**src/rtl/flags_unit.sv**
```systemverilog
// flags_unit: registered condition flags for the execute/writeback boundary, with a
// LIFO flag stack for single-cycle save/restore on interrupt entry and return.
//
// Ports:
//   clk, rst_n            rising-edge clock, synchronous active-low reset
//   flag_we, flag_mask    flag update strobe and per-flag enables
//                         ([0] arith_carry [1] logic_carry [2] zero [3] sign [4] overflow)
//   is_sub                selects the subtraction overflow rule
//   data_in               ALU result
//   lhs_in, rhs_in        ALU operands (only the MSBs matter)
//   arith_carry_in,
//   logic_carry_in        carries from the ALU
//   carry_select_in       carry-source select, delayed alongside the flags
//   push, pop             flag-stack save / restore requests
//   err_clr               clears the sticky stack_err
//   arith_carry .. overflow, carry_select_d   registered flag word
//   stack_empty, stack_full, stack_err        stack status
//
// Flag word layout: {carry_select_d, overflow, sign, zero, logic_carry, arith_carry}.
module flags_unit #(
   parameter int unsigned WIDTH       = 8,
   parameter int unsigned STACK_DEPTH = 4
) (
   input  logic             clk,
   input  logic             rst_n,
   input  logic             flag_we,
   input  logic [4:0]       flag_mask,
   input  logic             is_sub,
   input  logic [WIDTH-1:0] data_in,
   input  logic [WIDTH-1:0] lhs_in,
   input  logic [WIDTH-1:0] rhs_in,
   input  logic             arith_carry_in,
   input  logic             logic_carry_in,
   input  logic [1:0]       carry_select_in,
   input  logic             push,
   input  logic             pop,
   input  logic             err_clr,
   output logic             arith_carry,
   output logic             logic_carry,
   output logic             zero,
   output logic             sign,
   output logic             overflow,
   output logic [1:0]       carry_select_d,
   output logic             stack_empty,
   output logic             stack_full,
   output logic             stack_err
);

   localparam int unsigned CntW = $clog2(STACK_DEPTH + 1);
   localparam int unsigned IdxW = (STACK_DEPTH > 1) ? $clog2(STACK_DEPTH) : 1;

   logic [4:0]      flags_q, flags_d;
   logic [1:0]      csel_q, csel_d;
   logic [CntW-1:0] count_q, count_d;
   logic            err_q, err_d;
   logic [6:0]      stack_q [STACK_DEPTH];

   logic            empty, full;
   logic            push_eff, pop_eff, err_set;
   logic [CntW-1:0] cnt_m1;
   logic [IdxW-1:0] wr_idx, rd_idx;
   logic            msb_l, msb_r, msb_d, ovf;

   // Only the operand MSBs feed the overflow rules.
   logic unused_opnd;
   assign unused_opnd = ^{lhs_in[WIDTH-2:0], rhs_in[WIDTH-2:0]};

   assign empty  = (count_q == '0);
   assign full   = (count_q == CntW'(STACK_DEPTH));
   assign cnt_m1 = count_q - CntW'(1);
   assign wr_idx = count_q[IdxW-1:0];
   assign rd_idx = cnt_m1[IdxW-1:0];

   // push and pop together cancel: nothing on the stack side happens.
   assign push_eff = push & ~pop & ~full;
   assign pop_eff  = pop & ~push & ~empty;
   assign err_set  = (push & ~pop & full) | (pop & ~push & empty);

   assign msb_l = lhs_in[WIDTH-1];
   assign msb_r = rhs_in[WIDTH-1];
   assign msb_d = data_in[WIDTH-1];
   assign ovf   = is_sub ? ((msb_l ^ msb_r) & (msb_l ^ msb_d))
                         : ((msb_l ^ msb_d) & (msb_d ^ msb_r));

   always_comb begin
      flags_d = flags_q;
      csel_d  = csel_q;
      // A successful restore overrides any ALU update in the same cycle.
      if (pop_eff) begin
         {csel_d, flags_d} = stack_q[rd_idx];
      end else if (flag_we) begin
         csel_d = carry_select_in;
         if (flag_mask[0]) flags_d[0] = arith_carry_in;
         if (flag_mask[1]) flags_d[1] = logic_carry_in;
         if (flag_mask[2]) flags_d[2] = (data_in == '0);
         if (flag_mask[3]) flags_d[3] = msb_d;
         if (flag_mask[4]) flags_d[4] = ovf;
      end
   end

   always_comb begin
      count_d = count_q;
      if (push_eff)     count_d = count_q + CntW'(1);
      else if (pop_eff) count_d = cnt_m1;
   end

   // A new error outranks a same-cycle clear.
   always_comb begin
      err_d = err_q;
      if (err_set)      err_d = 1'b1;
      else if (err_clr) err_d = 1'b0;
   end

   always_ff @(posedge clk) begin
      if (!rst_n) begin
         flags_q <= '0;
         csel_q  <= '0;
         count_q <= '0;
         err_q   <= 1'b0;
      end else begin
         flags_q <= flags_d;
         csel_q  <= csel_d;
         count_q <= count_d;
         err_q   <= err_d;
      end
   end

   // Stack contents are not reset; push saves the pre-update flag word.
   always_ff @(posedge clk) begin
      if (rst_n && push_eff) begin
         stack_q[wr_idx] <= {csel_q, flags_q};
      end
   end

   assign arith_carry    = flags_q[0];
   assign logic_carry    = flags_q[1];
   assign zero           = flags_q[2];
   assign sign           = flags_q[3];
   assign overflow       = flags_q[4];
   assign carry_select_d = csel_q;
   assign stack_empty    = empty;
   assign stack_full     = full;
   assign stack_err      = err_q;

endmodule

```
**config.mk**
```make
export PLATFORM = sky130hd
export DESIGN_NAME = flags_unit
export DESIGN_NICKNAME = d
export VERILOG_FILES = /design/src/rtl/flags_unit.sv
export SDC_FILE = /design/constraint.sdc
export NUM_CORES = 1
export LEC_CHECK = 0
export ABC_CLOCK_PERIOD_IN_PS = 2500
export BUFFER_PORTS_ARGS = -buffer_cell sky130_fd_sc_hd__buf_4
export CAP_MARGIN = 20
export CORE_MARGIN = 1.5
export CORE_UTILIZATION = 51
export DETAILED_ROUTE_END_ITERATION = 10
export PLACE_DENSITY = 0.8
export SLEW_MARGIN = 0
export SYNTH_ARGS = -nofsm -noshare
export SYNTH_HDL_FRONTEND = slang
export SYNTH_SLANG_ARGS = --single-unit
```
**constraint.sdc**
```tcl
create_clock -name clk -period 2.5 [get_ports clk]
set_input_delay 0.375 -clock clk [delete_from_list [all_inputs] [get_ports clk]]
set_output_delay 0.375 -clock clk [all_outputs]
set_load 0.02 [all_outputs]
```
======== Word-level counts from Yosys, hierarchy flattened ========
Memories as Yosys holds them, arrays and structs flattened.
Cells that the tools add are included.
word-level totals
  logic and storage cells ................. 60
  memories kept ........................... 1
  bits in writable memories ............... 28
  input port bits ......................... 40
  register bits after elaboration ......... 11
memory list
  name     words  bits a word  read ports  clocked after memory_dff  wr ports  RTL line  RTL
  stack_q  4      7            1           0                         1         56        logic [6:0] stack_q [STACK_DEPTH];
cells by class
  add/sub/neg operators ................... 2
  equality and inequality tests ........... 1
  bitwise logic cells ..................... 16
  reductions and logical operators ........ 16
  muxes and demuxes ....................... 16
operators with widths
  kind                                                                 number
  2-bit nonzero test                                                   8
  1-bit 2-to-1 mux                                                     10
  5-bit 2-to-1 mux                                                     2
  2-bit AND reduction                                                  5
  1-bit bitwise AND                                                    8
  8-bit logical NOT                                                    1
  3-bit 2-to-1 mux                                                     2
  2-bit 2-to-1 mux                                                     2
  1-bit NOT                                                            4
  3-bit by 1-bit adder with 3-bit output (second input constant)       1
  3-bit == test (second input constant)                                1
  3-bit logical NOT                                                    1
  3-bit by 1-bit subtractor with 3-bit output (second input constant)  1
  1-bit XOR                                                            3
  1-bit logical AND                                                    1
  1-bit OR                                                             1

======== Logic depth before layout (Yosys ltp) ========
Gate-level depths: netlist of run 1.
  depth after elaboration ................. 6
  gate-level depth with buffers ........... 8
  mapped depth without buffers ............ 7

======== Least setup slack after synthesis of run 1 ========
Ideal clock, no wire load.
  path type ............................... reg-to-reg
  start ................................... register count_q[0]
  end ..................................... register count_q[2]
  path slack .............................. 0.420 ns
  arrival time ............................ 1.980 ns
  data required time ...................... 2.400 ns
  path buffers ............................ 1
  clock period less this slack ............ 2.080 ns
  cell stages (with the launch flop) ...... 8
  setup time .............................. 0.100 ns
  cells stage by stage .................... dfxtp_1 > buf_4 > inv_1 > ha_1 > ha_1 > nor3b_2 > a211oi_2 > a2111oi_4
on the way
  cells in the longest elaborated chain, start to end .. 4
  elaborated cells on any way between the ends .. 11
  those cells by class .................... add/sub: 2; eq/ne: 1; mux: 2; bitwise: 4; reduce/logical: 2
ends and longest elaborated chain
  element                              RTL line  RTL
  start: declaration                   54        logic [CntW-1:0] count_q, count_d;
  start signal: assignment             123       count_q <= count_d;
  3-bit logical NOT                    68        assign empty = (count_q == '0);
  named net stack_empty                44        output logic stack_empty,
  1-bit NOT                            76        assign pop_eff = pop & ~push & ~empty;
  1-bit bitwise AND                    76
  2-bit nonzero test (no source line)  --
The timed path passes the listed nets, and every way through them passes these cells. The select of a mux whose other input is x is not followed.
A chain may end at the register's enable or synchronous reset.

======== Final worst setup path of run 1 ========
  start ................................... register count_q[1]
  end ..................................... register count_q[1]
on the way
  cells in the longest elaborated chain, start to end .. 4
  elaborated cells on any way between the ends .. 11
  those cells by class .................... add/sub: 2; eq/ne: 1; mux: 2; bitwise: 4; reduce/logical: 2
ends and longest elaborated chain
  element
  parallel branches: the longest is 4 deep, another holds 3-bit by 1-bit subtractor with 3-bit output
Parallel ways; which one is timed is not known. The select of a mux whose other input is x is not followed.

==> run_results.csv, run 1 <==
group,metric,value,unit
clock_tree,postCtsResizedCells,0,
yosys,ys_types,40,
floorplan,initial_utilization,52.6,%
sta,fin_crit_sh,76.7,%
run_status,outcome,"complete, no violations",
sta,rsz0062_at_grt,"no",
final_layout,n_fill_cell,280,
power_and_ir_drop,power,1.30,mW
clock_tree,cts_tree,"yes",
yosys,synth_edf_count,28,
global_route,grt_max_degree,14,
place,io_buffers,35,
place,dp.cells,198,
power_and_ir_drop,ir_drop,0.441,mV
clock_tree,clk_latency,0.34,ns
final_layout,nets,205,
yosys,yosysSeqAreaShare,61.0,%
final_layout,diodes,0,
floorplan,core,3310,sq um
final_layout,utilization,63.2,%
sta,tightest_slew,0.470,ns
yosys,ys_seq_elements,39,
yosys,syn_nets,166,
worst_setup_path,r2r_slack,0.58,ns
sta,period_needed,1.92,ns
drt,wire_per_inst,16.9,um
worst_hold_path,hp-start,"err_clr",
drt,drc,0,
worst_setup_path,worstSetupStartpointType,"flip-flop",
yosys,ys.warnings.count,0,
worst_setup_path,worst-r2r-cell-count,7,
drt,wl,3490,um
clock_tree,clockBufferDepth,2,
sta,hold_violations,0,
worst_setup_path,reg2reg_to,"count_q[1]$_SDFFE_PN0P_",
yosys,synth_compound_area_share,8.70,%
sta,finalSetupViolations,0,
yosys,syn_area,1740,sq um
final_layout,instances_no_fill,206,
yosys,muxShareOfSynthArea,10.2,%
clock_tree,cts-root-buf,"clkbuf_4",
yosys,synthXorXnorAreaFrac,0.503,%
sta,slew_headroom,68.7,%
sta,setup_ws,0.582,ns
power_and_ir_drop,powerDensity,623,nW/um^2
yosys,synth-main-ff-cell,"edfxtp_1",
sta,tns,0,ns
worst_setup_path,cp.arrival,2.20,ns
yosys,synth_top_area_share,48.3,%
floorplan,die_h,61.4,um
place,place_ws,0.592,ns
worst_setup_path,worstReg2RegStart,"count_q[1]$_SDFFE_PN0P_",
clock_tree,clock_sinks,39,
clock_tree,holdBufCountCts,0,
global_route,track_usage,21.4,%
final_layout,drive_gt1_share,36.3,%
drt,ant_nets,0,
worst_setup_path,critPathRequiredTime,2.78,ns
global_route,grt_pass1_vias,1176,
final_layout,stdcell_area,2090,sq um
final_layout,syn2layout_area_growth,20.3,%
floorplan,die-width,61.4,um
sta,fmax,0.521,GHz
drt,vias,1139,
drt,viasPerCell,5.53,
yosys,yosys.area_share.adder,4.31,%
worst_setup_path,endpoint_kind,"flip-flop",
yosys,synth_top_family_by_area,"simple AND/OR/NAND/NOR gates",
worst_setup_path,crit_fanout,13,
global_route,grt_pass1_wl,5400,um
global_route,grt_overflow_total,0,
floorplan,row_count,21,
yosys,synth-simple-area-share,12.6,%
yosys,synthCells,120,
clock_tree,clkTransAtPathRegs,0.10,ns
clock_tree,htreeDepth,2,
power_and_ir_drop,p_leak,0.791,nW
sta,finClkSkew,0.0135,ns
clock_tree,cts_setup_buffers,0,
sta,drv_slew,0,
global_route,antenna_found_initial,0,
floorplan,dieArea,3770,sq um
place,gp_congestion,0.797,
yosys,async_flop_share,0,%
place,dp_hpwl,2460,um
drt,drt_first_iter_violations,50,
yosys,synth_area_leaders,"edfxtp_1 (48%), dfxtp_1 (13%), mux4_2 (9.1%)",
sta,whs,0.292,ns
worst_hold_path,holdPathStages,3,
final_layout,final_cell_mix,"buf_4 (37), edfxtp_1 (28), dfxtp_1 (11)",
floorplan,num_io_pins,50,
worst_hold_path,hp-class,"in2reg",
yosys,yosysTopAreaCell,"edfxtp_1",
worst_setup_path,crit_type,"reg2reg",
worst_hold_path,hold_path_end,"stack_err$_SDFFE_PN0P_",
final_layout,layout_commonest_cell,"buf_4",
drt,firstDrtPassIters,4,
place,placed_cell_area,2040,sq um
clock_tree,cts_buffers,5,
job,cap_viol_max_count,0,
yosys,syn_area_per_cell,14.5,sq um
-- worst max-delay path: stages, from the launching register on --
cell and delay [ns]:
dfxtp_1 0.37, inv_1 0.09, ha_1 0.21, ha_1 0.23
or3b_1 0.61, nor2_1 0.16, a21oi_1 0.06, a21oi_1 0.13
-- flip-flops by register name, indices dropped and copies added, names as in the netlist --
register / cells
carry_select_d: 2
count_q: 3
flags_q: 5
stack_err: 1
stack_q: 28
-- per-layer routing --
layer	GRT usage [%]	vias up	part of all wire (%)
met5	0	-	0
met4	6.99	0	1.4
met3	6.93	5	4.2
met2	38.6	17	55
met1	23.8	575	39
li1	-	542	-
-- power by group --
group / switching, mW / internal [mW] / total [mW]
Clock: 0.188 / 0.110 / 0.297
Combinational: 0.131 / 0.126 / 0.257
Sequential: 0.0237 / 0.726 / 0.749
Total: 0.342 / 0.961 / 1.30
-- synth_stat cells, types with 3 or more instances --
cell,instances
a21oi_1,5
a311oi_1,3
and3_1,4
dfxtp_1,11
edfxtp_1,28
ha_1,6
inv_1,3
mux4_2,7
nand2_1,9
nand3_1,4
nor2_1,7
-- cells by family after synthesis --
logic type,Yosys count
flip-flops,39
AO/OA/AOI/OAI,18
XOR/XNOR,1
buffers and inverters,9
adder cells (fa/ha/maj),6
multiplexers,9
AND/OR/NAND/NOR,38
-- how the worst max path moves through the flow --
stage                                  startpoint                 endpoint  slack (ns)
final                     count_q[1]$_SDFFE_PN0P_  count_q[1]$_SDFFE_PN0P_        0.58
after global routing      count_q[1]$_SDFFE_PN0P_  count_q[1]$_SDFFE_PN0P_        0.44
after CTS                 count_q[1]$_SDFFE_PN0P_  count_q[1]$_SDFFE_PN0P_        0.57
after detailed placement  count_q[1]$_SDFFE_PN0P_  count_q[1]$_SDFFE_PN0P_        0.59
after global placement    count_q[1]$_SDFFE_PN0P_  flags_q[1]$_SDFFE_PN0P_        0.63
after floorplan           count_q[0]$_SDFFE_PN0P_  count_q[2]$_SDFFE_PN0P_        0.42
-- layout make-up --
cell class	instances	area (sq um)	share of cell area (%)
multi-input combinational	72	632	30.2
clock inverter	1	5.00	0.239
inverter	4	15.0	0.717
tap	46	57.6	2.75
sequential	39	1060	50.7
clock buffer	7	45.0	2.15
timing repair buffer	37	278	13.3
No activity file was read; power rests on OpenSTA's default activity.
==> run 2: changes to the inputs <==
ABC_CLOCK_PERIOD_IN_PS = 1600   (was 2500)
CORE_UTILIZATION = 46   (was 51)
PLACE_DENSITY = 0.76   (was 0.8)
clock period = 1.6 ns   (was 2.5 ns; I/O delays follow)
==> run_results.csv, run 2 (synthesized netlist as in run 1, its figures left out) <==
group,metric,value,unit
worst_setup_path,crit_fanout,7,
floorplan,die-width,64.5,um
sta,period_needed,1.62,ns
global_route,grt_busiest_layer,"met2",
floorplan,row_count,22,
power_and_ir_drop,clkPwrFrac,32.3,%
sta,setup_ws,-0.0155,ns
sta,tightest_slew,0.286,ns
drt,ant_nets,0,
final_layout,drive_gt1_share,50.3,%
global_route,use_met2,34.8,%
final_layout,syn2layout_area_growth,34.4,%
place,gp_congestion,0.753,
worst_setup_path,endpoint_kind,"flip-flop",
final_layout,nets,214,
job,cap_viol_max_count,0,
floorplan,initial_utilization,47.9,%
worst_hold_path,hp-class,"in2reg",
worst_setup_path,cp.arrival,1.80,ns
drt,vias,1174,
drt,firstDrtPassIters,4,
final_layout,top_regs,"stack_q x28, flags_q x5, count_q x3",
drt,wire_per_inst,17.4,um
run_status,failed_checks,"negative setup slack",
final_layout,seqCellArea,1070,sq um
final_layout,largest_register_ffs,28,
drt,drt_first_iter_violations,62,
sta,finalSetupViolations,5,
clock_tree,clkTransAtPathRegs,0.08,ns
global_route,grt_max_degree,14,
sta,slew_headroom,80.8,%
global_route,grt_pass1_vias,1228,
drt,drc,0,
drt,viasPerCell,5.41,
clock_tree,clockBufferDepth,2,
floorplan,core,3630,sq um
sta,drv_slew,0,
clock_tree,clock_sinks,39,
power_and_ir_drop,p_comb_share,21.0,%
global_route,grt_use_met1,24.3,%
clock_tree,clk_latency,0.29,ns
worst_setup_path,worstSetupStartpointType,"flip-flop",
global_route,track_usage,20.1,%
final_layout,diodes,0,
power_and_ir_drop,p_switching,0.634,mW
global_route,globalRouteMet3Util,3.65,%
power_and_ir_drop,pwr-share-seq,46.7,%
clock_tree,htreeDepth,2,
final_layout,top_register,"stack_q",
power_and_ir_drop,switching_share,25.2,%
worst_setup_path,crit_type,"reg2reg",
sta,rsz0062_at_grt,"yes",
final_layout,n_fill_cell,276,
global_route,grt_overflow_total,0,
final_layout,utilization,64.4,%
run_status,outcome,"finished, violations left",
power_and_ir_drop,powerDensity,1080,nW/um^2
clock_tree,cts_buffers,5,
floorplan,dieArea,4160,sq um
global_route,antenna_found_initial,0,
floorplan,die_h,64.5,um
sta,fmax,0.619,GHz
final_layout,final_cell_mix,"buf_4 (44), edfxtp_1 (28), nand2_1 (9), dfxtp_1 (9), mux4_2 (7)",
power_and_ir_drop,power.internal,1.88,mW
global_route,grt_pass1_wl,5980,um
power_and_ir_drop,ir_drop,0.458,mV
sta,finClkSkew,0.00664,ns
drt,wl,3770,um
clock_tree,cts_tree,"yes",
place,io_buffers,35,
final_layout,layout_commonest_cell,"buf_4",
final_layout,multi_input_area,728,sq um
sta,hold_violations,0,
clock_tree,cts-root-buf,"clkbuf_8",
sta,tns,-0.0281,ns
power_and_ir_drop,p_leak,0.875,nW
place,dp_hpwl,2510,um
sta,fin_crit_sh,101,%
worst_setup_path,critPathRequiredTime,1.79,ns
floorplan,num_io_pins,50,
==> run 2: critical path, stage by stage, from the launching register on <==
cell      delay, ns
dfxtp_2        0.36
inv_4          0.05
ha_4           0.16
ha_4           0.17
or3b_4         0.46
a311oi_1       0.30
==> run 2: stage by stage <==
| step | cell area [sq um] | power, mW | hold WS, ns | std cells | worst slack [ns] |
|---|---|---|---|---|---|
| 2_1_floorplan | 1820 | 1.49 | 0.367 | 120 | -0.0766 |
| 3_3_place_gp | 2130 | 1.64 | 0.459 | 203 | 0.0142 |
| 3_5_place_dp | 2130 | 1.66 | 0.469 | 203 | -0.0954 |
| 4_1_cts | 2340 | 2.54 | 0.201 | 217 | -0.0453 |
| 5_1_grt | 2340 | 2.62 | 0.229 | 217 | -0.0459 |
| 6_report | 2340 | 2.52 | 0.204 | 217 | -0.0155 |
==> run 2: layout make-up <==
class	count	share of cell area, %
Clock buffer	5	2.94
Multi-Input combinational cell	73	31.1
Clock inverter	3	1.87
Tap cell	48	2.57
Inverter	4	0.963
Sequential cell	39	45.6
Timing Repair Buffer	45	15.0
==> run 2: power by group through the flow <==
stage | clock network [mW] | logic, mW | registers, mW
2_1_floorplan | 0 | 0.282 | 1.21
3_3_place_gp | 0 | 0.446 | 1.19
3_5_place_dp | 0 | 0.463 | 1.20
4_1_cts | 0.832 | 0.531 | 1.18
5_1_grt | 0.868 | 0.567 | 1.18
6_report | 0.812 | 0.529 | 1.18
==> run 2: final timing paths <==
path,to,slack [ns],cells past startpoint,startpoint
min reg2reg,stack_err$_SDFFE_PN0P_,0.47,2,stack_err$_SDFFE_PN0P_
min,stack_err$_SDFFE_PN0P_,0.20,3,err_clr
max reg2reg,flags_q[1]$_SDFFE_PN0P_,-0.02,5,count_q[1]$_SDFFE_PN0P_
max,flags_q[1]$_SDFFE_PN0P_,-0.02,5,count_q[1]$_SDFFE_PN0P_
==> run 2: metal layers <==
layer  share of wire, %  vias to the layer above
met2                 52                       23
met3                2.9                        5
met4                1.7                        0
met1                 43                      586
met5                  0                        -
li1                   -                      560
==> run 2: repair_timing <==
item                       in CTS  in global routing
pin swaps                       6                  6
cloned                          1                  0
hold buffers                    0                  0
setup buffers                   5                  0
resized for setup              10                  1
setup endpoints to repair      10                 31
